[src/rtl/ttc_pkg.sv]
// Shared TTC definitions: LHC orbit geometry, default counter widths and
// broadcast command encodings used by the timing/trigger front-end blocks.
package ttc_pkg;

  localparam int unsigned LHC_BX_PER_ORBIT = 3564;
  localparam int unsigned DEF_BX_W         = 16;
  localparam int unsigned DEF_EVT_W        = 24;
  localparam int unsigned DEF_ORB_W        = 32;
  localparam int unsigned TTC_CMD_W        = 8;

  // Broadcast command encodings as delivered by the TTC decoder
  typedef enum logic [TTC_CMD_W-1:0] {
    TTC_CMD_NONE   = 8'h00,
    TTC_CMD_BC0    = 8'h01,
    TTC_CMD_EC0    = 8'h02,
    TTC_CMD_RESYNC = 8'h04,
    TTC_CMD_OC0    = 8'h08
  } ttc_cmd_e;

  // True for commands that realign one of the bunch/event/orbit counters
  function automatic logic is_counter_cmd(input ttc_cmd_e cmd);
    return (cmd == TTC_CMD_BC0) || (cmd == TTC_CMD_EC0) || (cmd == TTC_CMD_OC0);
  endfunction

endpackage

[src/rtl/wrap_counter.sv]
// Generic wrapping counter with synchronous load.
//   clk, rst (async, active-low)
//   inc       : advance by one; wraps from MAX_VAL to 0
//   load      : load load_val (takes priority over inc)
//   load_val  : value loaded on load
//   count     : registered count
//   wrap_c    : combinational, high when inc is asserted at MAX_VAL
//               (asserted even if a load overrides the increment)
module wrap_counter #(
  parameter int unsigned   W       = 8,
  parameter logic [W-1:0]  MAX_VAL = '1
) (
  input  logic         clk,
  input  logic         rst,
  input  logic         inc,
  input  logic         load,
  input  logic [W-1:0] load_val,
  output logic [W-1:0] count,
  output logic         wrap_c
);

  logic at_max;

  assign at_max = (count == MAX_VAL);
  assign wrap_c = inc & at_max;

  // Count register: load beats increment
  always_ff @(posedge clk or negedge rst) begin
    if (!rst) begin
      count <= '0;
    end else if (load) begin
      count <= load_val;
    end else if (inc) begin
      count <= at_max ? '0 : count + W'(1);
    end
  end

endmodule

[src/rtl/bunch_event_counter.sv]
// Bunch / orbit / L1A event counter running on the LHC bunch clock.
// Resynchronises on BC0/EC0/OC0, snapshots {bunch, event, orbit} on each L1A
// and flags BC0 misalignment and event-counter wrap.
//
// Optional build macro BUNCH_EVENT_COUNTER_BC0_CHECK_EN enables the BC0
// alignment check; when undefined bc0_err is tied to 0.
//
// Ports:
//   clk, rst (async, active-low)
//   bc0, ec0, oc0 : broadcast resync commands (1-cycle pulses)
//   t1            : L1A trigger (1-cycle pulse)
//   err_clr       : clears the sticky error flags
//   bunch_number, event_number, orbit_number : live counters
//   trig_valid, trig_bunch, trig_event, trig_orbit : L1A snapshot (latency 1)
//   locked        : a BC0 has been seen since reset
//   bc0_err       : sticky BC0 misalignment
//   evt_wrap      : sticky event-counter wrap
module bunch_event_counter
  import ttc_pkg::*;
#(
  parameter int unsigned BX_W         = DEF_BX_W,
  parameter int unsigned EVT_W        = DEF_EVT_W,
  parameter int unsigned ORB_W        = DEF_ORB_W,
  parameter int unsigned BX_PER_ORBIT = LHC_BX_PER_ORBIT,
  parameter int unsigned BC0_OFFSET   = 0
) (
  input  logic             clk,
  input  logic             rst,
  input  logic             bc0,
  input  logic             ec0,
  input  logic             oc0,
  input  logic             t1,
  input  logic             err_clr,
  output logic [BX_W-1:0]  bunch_number,
  output logic [EVT_W-1:0] event_number,
  output logic [ORB_W-1:0] orbit_number,
  output logic             trig_valid,
  output logic [BX_W-1:0]  trig_bunch,
  output logic [EVT_W-1:0] trig_event,
  output logic [ORB_W-1:0] trig_orbit,
  output logic             locked,
  output logic             bc0_err,
  output logic             evt_wrap
);

  localparam logic [BX_W-1:0] BX_MAX  = BX_W'(BX_PER_ORBIT - 1);
  localparam logic [BX_W-1:0] BX_LOAD = BX_W'(BC0_OFFSET);

  logic             bx_wrap;
  logic             evt_wrap_c;
  logic             evt_wrap_set;
  logic [EVT_W-1:0] event_nxt;

  // Bunch counter: free-running, BC0 loads the offset. bx_wrap still fires
  // when a BC0 lands on the wrap slot, so the orbit keeps advancing.
  wrap_counter #(
    .W       (BX_W),
    .MAX_VAL (BX_MAX)
  ) u_bx_cnt (
    .clk      (clk),
    .rst      (rst),
    .inc      (1'b1),
    .load     (bc0),
    .load_val (BX_LOAD),
    .count    (bunch_number),
    .wrap_c   (bx_wrap)
  );

  // Orbit counter: OC0 load wins over a coincident wrap increment
  wrap_counter #(
    .W       (ORB_W),
    .MAX_VAL ('1)
  ) u_orb_cnt (
    .clk      (clk),
    .rst      (rst),
    .inc      (bx_wrap),
    .load     (oc0),
    .load_val ('0),
    .count    (orbit_number),
    .wrap_c   ()
  );

  // Event counter: EC0 with a coincident L1A loads 1 so that L1A is event 1
  wrap_counter #(
    .W       (EVT_W),
    .MAX_VAL ('1)
  ) u_evt_cnt (
    .clk      (clk),
    .rst      (rst),
    .inc      (t1),
    .load     (ec0),
    .load_val (EVT_W'(t1)),
    .count    (event_number),
    .wrap_c   (evt_wrap_c)
  );

  // Event number the current L1A will be assigned
  assign event_nxt    = ec0 ? EVT_W'(1) : event_number + EVT_W'(1);
  // A wrap that coincides with EC0 never happens in the counter
  assign evt_wrap_set = evt_wrap_c & ~ec0;

  // L1A snapshot: pre-update bunch/orbit, post-update event number
  always_ff @(posedge clk or negedge rst) begin
    if (!rst) begin
      trig_valid <= 1'b0;
      trig_bunch <= '0;
      trig_event <= '0;
      trig_orbit <= '0;
    end else begin
      trig_valid <= t1;
      if (t1) begin
        trig_bunch <= bunch_number;
        trig_event <= event_nxt;
        trig_orbit <= orbit_number;
      end
    end
  end

  // Lock and sticky event-wrap flag; a new error beats err_clr
  always_ff @(posedge clk or negedge rst) begin
    if (!rst) begin
      locked   <= 1'b0;
      evt_wrap <= 1'b0;
    end else begin
      locked   <= locked | bc0;
      evt_wrap <= evt_wrap_set | (evt_wrap & ~err_clr);
    end
  end

`ifdef BUNCH_EVENT_COUNTER_BC0_CHECK_EN
  localparam logic [BX_W-1:0] BX_EXP =
    BX_W'((BC0_OFFSET + BX_PER_ORBIT - 1) % BX_PER_ORBIT);

  logic bc0_err_set;

  // Only a BC0 after lock can be misaligned
  assign bc0_err_set = bc0 & locked & (bunch_number != BX_EXP);

  always_ff @(posedge clk or negedge rst) begin
    if (!rst) begin
      bc0_err <= 1'b0;
    end else begin
      bc0_err <= bc0_err_set | (bc0_err & ~err_clr);
    end
  end
`else
  assign bc0_err = 1'b0;
`endif

endmodule

[config.mk]
export PLATFORM = sky130hd
export DESIGN_NAME = bunch_event_counter
export DESIGN_NICKNAME = d
export VERILOG_FILES = /design/src/rtl/ttc_pkg.sv /design/src/rtl/wrap_counter.sv /design/src/rtl/bunch_event_counter.sv
export SDC_FILE = /design/constraint.sdc
export NUM_CORES = 1
export LEC_CHECK = 0
export CAP_MARGIN = 15
export CORE_MARGIN = 8
export CORE_UTILIZATION = 54
export DETAILED_ROUTE_END_ITERATION = 8
export PLACE_DENSITY = 0.84
export SYNTH_ARGS = -nofsm -noshare
export SYNTH_HDL_FRONTEND = slang
export SYNTH_SLANG_ARGS = --single-unit
[constraint.sdc]
create_clock -name clk -period 4.5 [get_ports clk]
set_input_delay 0.9 -clock clk [delete_from_list [all_inputs] [get_ports clk]]
set_output_delay 0.9 -clock clk [all_outputs]
set_load 0.03 [all_outputs]
==> impl_summary.log, run 1 <==
INFO  metric combinationalPowerShare = 0.058
INFO  metric worst-path-max-fanout = 24
INFO  metric die_width = 128.3 µm
INFO  metric drt-vias-per-instance = 5.933
INFO  metric die_area = 0.01645 mm²
INFO  metric power.leakage = 3.858 nW
INFO  metric worstSetupEndpointType = flop
INFO  metric insertedDiodeCount = 0
INFO  metric hold_path_class = flop to flop
INFO  metric rsz0062_at_grt = no
INFO  metric max_stage_delay = 0.89 ns
INFO  metric hold_viol = 0
INFO  metric final.setup_skew = 0.005539 ns
INFO  metric max_freq = 0.3214 GHz
INFO  metric final_min_period_over_clock_period = 0.6914
INFO  metric seqPwrFrac = 0.450
INFO  metric timing_worst_slew_pin_value = 0.9377 ns
INFO  metric drcViolationCount = 0
INFO  metric netSwitchingPower = 0.6642 mW
INFO  metric first_global_vias = between 5,000 and 6,000
INFO  metric post_route_setup_tns = 0 ns
INFO  metric number_of_nets_in_the_layout = 771
INFO  metric seq_area_frac_synth = 0.5405
INFO  metric cells_traversed_along_the_worst_timing_path = clkdlybuf4s50_1, buf_4, inv_1, nand2_1, a21oi_1, o21ai_0, a31oi_1
INFO  metric dp_hpwl = between 10 and 15 mm
INFO  metric post-place-ws = about 1.0 ns
INFO  metric cts_inserted_buffers = 17
INFO  metric final-max-slew-violation-count = 0
INFO  metric setup_viol_count_final = 0
INFO  metric cts_root_buffer = sky130_fd_sc_hd__clkbuf_16
INFO  metric cts.repair.resized = 0
INFO  metric post-route-min-period = 3.111 ns
INFO  metric drt.antenna.violating_nets = 0
INFO  metric post-cts-setup-buffers = 0
INFO  metric number_of_top_level_pins = 155
INFO  metric synth.net_count = 625
INFO  metric pwr-share-clk = 0.492
INFO  metric detail_route.first_pass.iterations = 5
INFO  metric grt_antenna_before_repair = 0
INFO  metric std_cell_rows = 41
INFO  metric status = completed
INFO  metric setup_ws = 1.389 ns
INFO  metric layout-area-overhead-vs-synth = 33.68%
INFO  metric slew_headroom = 0.3749
INFO  metric postRouteWirelength = 18.48 mm
INFO  metric detail_route.iter0.violations = about 570
INFO  metric grt_util_all_layers = 0.2301
INFO  metric detailed_route_wire_length_per_cell = a little under 20 µm
INFO  metric clock_tree.htree_level_count = 4
INFO  metric clock_tree.buffer_depth = 2
INFO  metric power_switching_share = 0.2201
INFO  metric clk_sinks = between 100 and 150
INFO  metric peakVddDrop = 306.9 µV
INFO  metric slowest_stage = sky130_fd_sc_hd__a21oi_1
INFO  metric dr_total_vias = about 5,600
INFO  metric synth-seq-cells = 147
INFO  metric routability_congestion_estimate = approximately 0.87
INFO  metric drive_above_1_share = 0.1214
INFO  metric tritoncts = built
INFO  metric drv.max_cap_violation_count = 0
INFO  metric core = 0.01247 mm²
INFO  metric nFillCells = just under 900
INFO  metric cell_internal_power = 2.354 mW
INFO  metric dieHeight = ~130 µm
INFO  metric synthCells = between 600 and 700
INFO  metric cp_data_arrival_time = 3.45 ns
INFO  metric critical-path-top-delay-family = compound AO/OA/AOI/OAI gates
INFO  metric ratio_of_total_power_to_cell_area = around 330 mW/mm²
INFO  metric count_of_input_and_output_buffers = 153
INFO  metric grt_max_degree = 101
INFO  metric critPathRequiredTime = around 4.8 ns
INFO  metric gr-total-overflow = 0
INFO  metric number_of_distinct_library_cell_variants_in_the_gate_level_netlist_after_synthesis = 52
INFO  metric clock_network_latency_to_the_later_pin_of_the_worst_skew_pair = 0.42 ns
INFO  metric synthesis.yosys.warnings = 0
INFO  metric post_synth.cell_area_avg = between 10 and 15 µm²
INFO  metric clkTransAtPathRegs = 0.06 ns
INFO  metric critical_path_startpoint_category = primary input
INFO  metric path_class = primary input to flop
INFO  metric path_buf_inv = 3
INFO  metric cts_hold_repair.buffers = 0
INFO  metric mappedNetlistArea = between 0.006 and 0.007 mm²
INFO  metric effective_utilization_at_floorplan = 0.5459
INFO  metric first_pass_grt_wire_length = 29.95 mm
## stage by stage
step / utilization / hold WS, ns / instances / instance area (µm²) / total power, mW
2_1_floorplan: - / 0.6044 / 615 / 6805 / 1.469
3_3_place_gp: 0.6790 / 0.4515 / 914 / 8464 / 1.551
3_5_place_dp: 0.6790 / 0.4675 / 914 / 8464 / 1.556
4_1_cts: 0.7298 / 0.4824 / 946 / 9097 / 3.038
5_1_grt: 0.7298 / 0.5098 / 946 / 9097 / 3.112
6_report: 0.7298 / 0.4791 / 946 / 9097 / 3.018
## power by group through the flow
| stage | clock, mW | combinational, mW | sequential [mW] |
|---|---|---|---|
| detailed placement | 0 | 0.175 | 1.38 |
| global route | 1.56 | 0.189 | 1.36 |
| floorplan | 0 | 0.0610 | 1.41 |
| CTS | 1.50 | 0.176 | 1.36 |
| global placement | 0 | 0.171 | 1.38 |
| finish | 1.49 | 0.174 | 1.36 |
## layer usage
metal	global-route usage	vias to the layer above	share of wire
met5	0	-	0
met4	0.08462	0	0.021
met3	0.07571	28	0.081
met2	0.3689	220	0.49
met1	0.2833	2815	0.41
li1	-	2550	-
## cell usage after synthesis, drive strengths merged
cell type    n  area [µm²]
clkbuf      28       105.1
and3        18       112.6
nand3       37       190.2
or4          5       37.54
or3          4       25.02
o22ai        2       12.51
nor2b        2       12.51
o311ai       2       17.52
nor4bb       2       20.02
mux2        48       540.5
a32o         1       10.01
a211o        1       8.760
o2bb2ai     17       148.9
or2          1       6.260
nand2       40       152.6
a211oi       1       7.510
xor2        44       385.4
and2         1       6.260
inv         11       41.29
a311oi       1       8.760
nand4       23       158.9
a221o        1       10.01
a41oi        3       26.28
buf          3       16.26
a31oi       15       93.84
nor4         8       65.06
o21ai        9       48.80
dfrtp      147        3679
o31a         1       8.760
ha           3       37.54
and4        12       105.1
nor2        53       198.9
a21oi       15       75.07
o211ai       6       45.04
nor3         8       45.04
a32oi        1       8.760
conb         1       3.750
clkinv       1       3.750
xnor2       17       148.9
a2111oi      1       15.01
a311o        1       10.01
o31ai       10       75.07
nand2b       4       25.02
o2111ai      6       52.55
## worst min-delay path: stages (launching register included)
cell	delay (ns)
sky130_fd_sc_hd__dfrtp_1	0.34
sky130_fd_sc_hd__nand2_1	0.05
sky130_fd_sc_hd__o31ai_1	0.05
## sequential cells by signal, indices dropped and copies added, names as in the netlist
signal and cells:
trig_orbit 32, u_orb_cnt.count 32, trig_event 24, u_evt_cnt.count 24, trig_bunch 16, u_bx_cnt.count 16
evt_wrap 1, locked 1, trig_valid 1
## area by class of cell
type                    instances  area [µm²]  area share
clock buffers                  24       511.7     0.05625
clock inverters                 8       121.4     0.01334
inverters                      12       45.04    0.004951
multi-input cells             425        2960      0.3254
flip-flops and latches        147        3679      0.4043
well taps                     172       215.2     0.02366
repair buffers                158        1565      0.1721
## worst paths after layout
| path | start | to | slack (ns) | cells past startpoint |
|---|---|---|---|---|
| setup / recovery | ec0 | u_evt_cnt.count[7]$_DFFE_PN0P_ | 1.39 | 7 |
| hold reg to reg | trig_event[22]$_DFFE_PN0P_ | trig_event[22]$_DFFE_PN0P_ | 0.48 | 2 |
| min in group asynchronous | rst | trig_orbit[27]$_DFFE_PN0P_ | 0.59 | 1 |
| max in group asynchronous | rst | u_bx_cnt.count[10]$_DFF_PN0_ | 3.01 | 2 |
| setup reg to reg | u_bx_cnt.count[0]$_DFF_PN0_ | u_orb_cnt.count[22]$_DFFE_PN0P_ | 1.67 | 5 |
| hold / removal | trig_event[22]$_DFFE_PN0P_ | trig_event[22]$_DFFE_PN0P_ | 0.48 | 2 |
## logic make-up after synthesis
family | share of synthesized area
simple gates | 0.1706
compound gates | 0.1004
buf+inv | 0.02445
mux | 0.07943
xor+xnor | 0.07851
other cells | 0.0005510
fa+ha+maj | 0.005516
flops | 0.5405
## cells in the final DEF, fill, tap and decap left out, drive strengths merged, types with 3 or more instances in the layout
cell type and count:
a41oi 3, or4 5, o21ai 9, nand3 37, xnor2 17, nand4 23, o2bb2ai 17, nand2 40
dfrtp 147, clkbuf 24, inv 11, clkdlybuf4s50 151, or3 4, nor2 53, clkinv 5, xor2 44
mux2 48, o211ai 6, a31oi 15, nand2b 4, a21oi 15, and4 12, o31ai 10, bufinv 3
buf 7, nor3 8, and3 18, o2111ai 6, nor4 8, ha 3
No activity file was read; power rests on OpenSTA's default activity.
==> inputs of run 2 (changes only) <==
- CORE_UTILIZATION: 54 -> 51
- PLACE_DENSITY: 0.84 -> 0.8
- clock period: 4.5 -> 3.05 ns (I/O delays scaled with it)
==> impl_summary.log, run 2 (synthesis results as in run 1) <==
INFO  metric postRouteWirelength = 18.81 mm
INFO  metric ratio_of_total_power_to_cell_area = 496.9 mW/mm²
INFO  metric cts_inserted_buffers = 17
INFO  metric power_switching_share = 0.2150
INFO  metric finish.instance_area = 0.009200 mm²
INFO  metric cts_hold_repair.buffers = 0
INFO  metric critical-path-top-delay-family = simple AND/OR/NAND/NOR gates
INFO  metric dr_total_vias = 5,644
INFO  metric max_stage_delay = 0.68 ns
INFO  metric max_freq = ~0.40 GHz
INFO  metric hold_path_class = primary input to async pin
INFO  metric grt_antenna_before_repair = 0
INFO  metric std_cell_rows = 42
INFO  metric clk_sinks = roughly 150
INFO  metric worst-path-max-fanout = 16
INFO  metric rsz0062_at_grt = no
INFO  metric tritoncts = built
INFO  metric grt_util_all_layers = 0.2179
INFO  metric final-max-slew-violation-count = 0
INFO  metric status = completed
INFO  metric number_of_top_level_pins = around 160
INFO  metric path_buf_inv = 1
INFO  metric fin_worst_hold_slack = 0.1848 ns
INFO  metric drive_above_1_share = 0.1306
INFO  metric cts_root_buffer = sky130_fd_sc_hd__clkbuf_16
INFO  metric dieHeight = 131.5 µm
INFO  metric drcViolationCount = 0
INFO  metric hold_viol = 0
INFO  metric detail_route.first_pass.iterations = 5
INFO  metric cell_internal_power = 3.589 mW
INFO  metric final.setup_skew = between 0.004 and 0.005 ns
INFO  metric first_global_vias = 5,712
INFO  metric worst-r2r-cell-count = 7
INFO  metric final_min_period_over_clock_period = 0.8170
INFO  metric drt-vias-per-instance = about 5.9
INFO  metric largestRegisters = trig_orbit (32), u_orb_cnt.count (32)
INFO  metric cts.repair.resized = 0
INFO  metric worst_r2r_endpoint = u_orb_cnt.count[11]$_DFFE_PN0P_
INFO  metric first_pass_grt_wire_length = 31.04 mm
INFO  metric grt_max_degree = 81
INFO  metric routability_congestion_estimate = approximately 0.9
INFO  metric setup_viol_count_final = 0
INFO  metric insertedDiodeCount = 0
INFO  metric effective_utilization_at_floorplan = 0.5180
INFO  metric seqPwrFrac = 0.438
INFO  metric commonest_non_fill_non_tap_cells_in_the_layout = sky130_fd_sc_hd__clkdlybuf4s50_1, sky130_fd_sc_hd__dfrtp_1, sky130_fd_sc_hd__nor2_1
INFO  metric clock_network_latency_to_the_later_pin_of_the_worst_skew_pair = 0.42 ns
INFO  metric clock_tree.htree_level_count = 4
INFO  metric path_class = flop to flop
INFO  metric critPathRequiredTime = between 3 and 4 ns
INFO  metric drv.max_cap_violation_count = 0
INFO  metric post-route-min-period = 2.492 ns
INFO  metric die_area = 0.01730 mm²
INFO  metric worst_r2r_start = u_orb_cnt.count[0]$_DFFE_PN0P_
INFO  metric worstSetupEndpointType = flop
INFO  metric core = 0.01314 mm²
INFO  metric reg2reg_slack = 0.56 ns
INFO  metric post-cts-setup-buffers = 0
INFO  metric power.leakage = 3.916 nW
INFO  metric clock_tree.buffer_depth = 2
INFO  metric detailed_route_wire_length_per_cell = 19.65 µm
INFO  metric layout-area-overhead-vs-synth = 35.19%
INFO  metric die_width = around 130 µm
INFO  metric detailed_place.area = 0.008542 mm²
INFO  metric gr-total-overflow = 0
INFO  metric post_route_setup_tns = 0 ns
INFO  metric layout_commonest_cell = sky130_fd_sc_hd__clkdlybuf4s50_1
INFO  metric netSwitchingPower = 0.9831 mW
INFO  metric detail_route.iter0.violations = 464
INFO  metric slew_headroom = 0.3573
INFO  metric critical_path_startpoint_category = flop
INFO  metric peakVddDrop = 354.4 µV
INFO  metric cells_traversed_along_the_worst_timing_path = ha_1, and3_1, buf_4, and4_1, nand3_2, o21ai_2, nor2_1
INFO  metric dp_hpwl = approximately 13 mm
INFO  metric slowest_stage = sky130_fd_sc_hd__o21ai_2
INFO  metric combinationalPowerShare = 0.057
INFO  metric count_of_input_and_output_buffers = 153
INFO  metric cp_data_arrival_time = around 2.8 ns
INFO  metric post-place-ws = about 0.53 ns
INFO  metric drt.antenna.violating_nets = 0
INFO  metric number_of_nets_in_the_layout = about 780
INFO  metric pwr-share-clk = 0.505
INFO  metric timing_worst_slew_pin_value = 0.9640 ns
INFO  metric clkTransAtPathRegs = 0.06 ns
INFO  metric final_util = 0.7003
INFO  metric setup_ws = 0.5581 ns
-- run 2: cell types whose count changed in the layout (fill, tap and decap cells not counted), sizes merged --
cell / before / now
clkbuf: 24 / 21
buf: 7 / 15
bufinv: 3 / 5
-- run 2: final cells by class --
class                      instances  area, µm²
fill                             982       3938
tap                              176      220.2
inverter                          12      45.04
clock inverter                    10      177.7
timing repair buffer             166       1638
multi-input combinational        425       2960
sequential                       147       3679
clock buffer                      21      480.5
-- run 2: layer usage --
metal | vias up | global-route usage | share of wire
met1 | 2825 | 0.2710 | 0.42
li1 | 2556 | - | -
met5 | - | 0 | 0
met2 | 236 | 0.3520 | 0.49
met4 | 0 | 0.07466 | 0.017
met3 | 27 | 0.06898 | 0.076
-- run 2: worst max-delay path by stage --
stage | to | slack (ns) | startpoint | cells after the start
2_1_floorplan | u_orb_cnt.count[23]$_DFFE_PN0P_ | 0.74 | u_bx_cnt.count[0]$_DFF_PN0_ | 7
3_3_place_gp | u_orb_cnt.count[19]$_DFFE_PN0P_ | 0.57 | oc0 | 5
3_5_place_dp | u_evt_cnt.count[7]$_DFFE_PN0P_ | 0.53 | ec0 | 6
4_1_cts | u_orb_cnt.count[11]$_DFFE_PN0P_ | 0.61 | u_orb_cnt.count[1]$_DFFE_PN0P_ | 7
5_1_grt | u_orb_cnt.count[29]$_DFFE_PN0P_ | 0.44 | u_bx_cnt.count[0]$_DFF_PN0_ | 7
6_report | u_orb_cnt.count[11]$_DFFE_PN0P_ | 0.56 | u_orb_cnt.count[0]$_DFFE_PN0P_ | 7
-- run 2: power by group through the flow --
stage	clock network [mW]	registers [mW]	logic, mW
floorplan	0	2.08	0.0900
global placement	0	2.03	0.258
detailed placement	0	2.04	0.262
CTS	2.34	2.00	0.264
global route	2.41	2.01	0.285
finish	2.31	2.00	0.261
-- run 2: stage by stage --
step | instances | power, mW
after floorplan | 615 | 2.167
after global placement | 926 | 2.293
after detailed placement | 926 | 2.299
after CTS | 957 | 4.610
after global routing | 957 | 4.696
final | 957 | 4.572
-- run 2: worst reg2reg max path, delay by kind of cell, from the launching register on --
kind | cells | cell delay, ns
AOI/OAI and AO/OA | 1 | 0.69
adders and majority gates | 1 | 0.21
buffers and inverters | 1 | 0.18
DFF | 1 | 0.47
and+or+nand+nor | 4 | 0.79
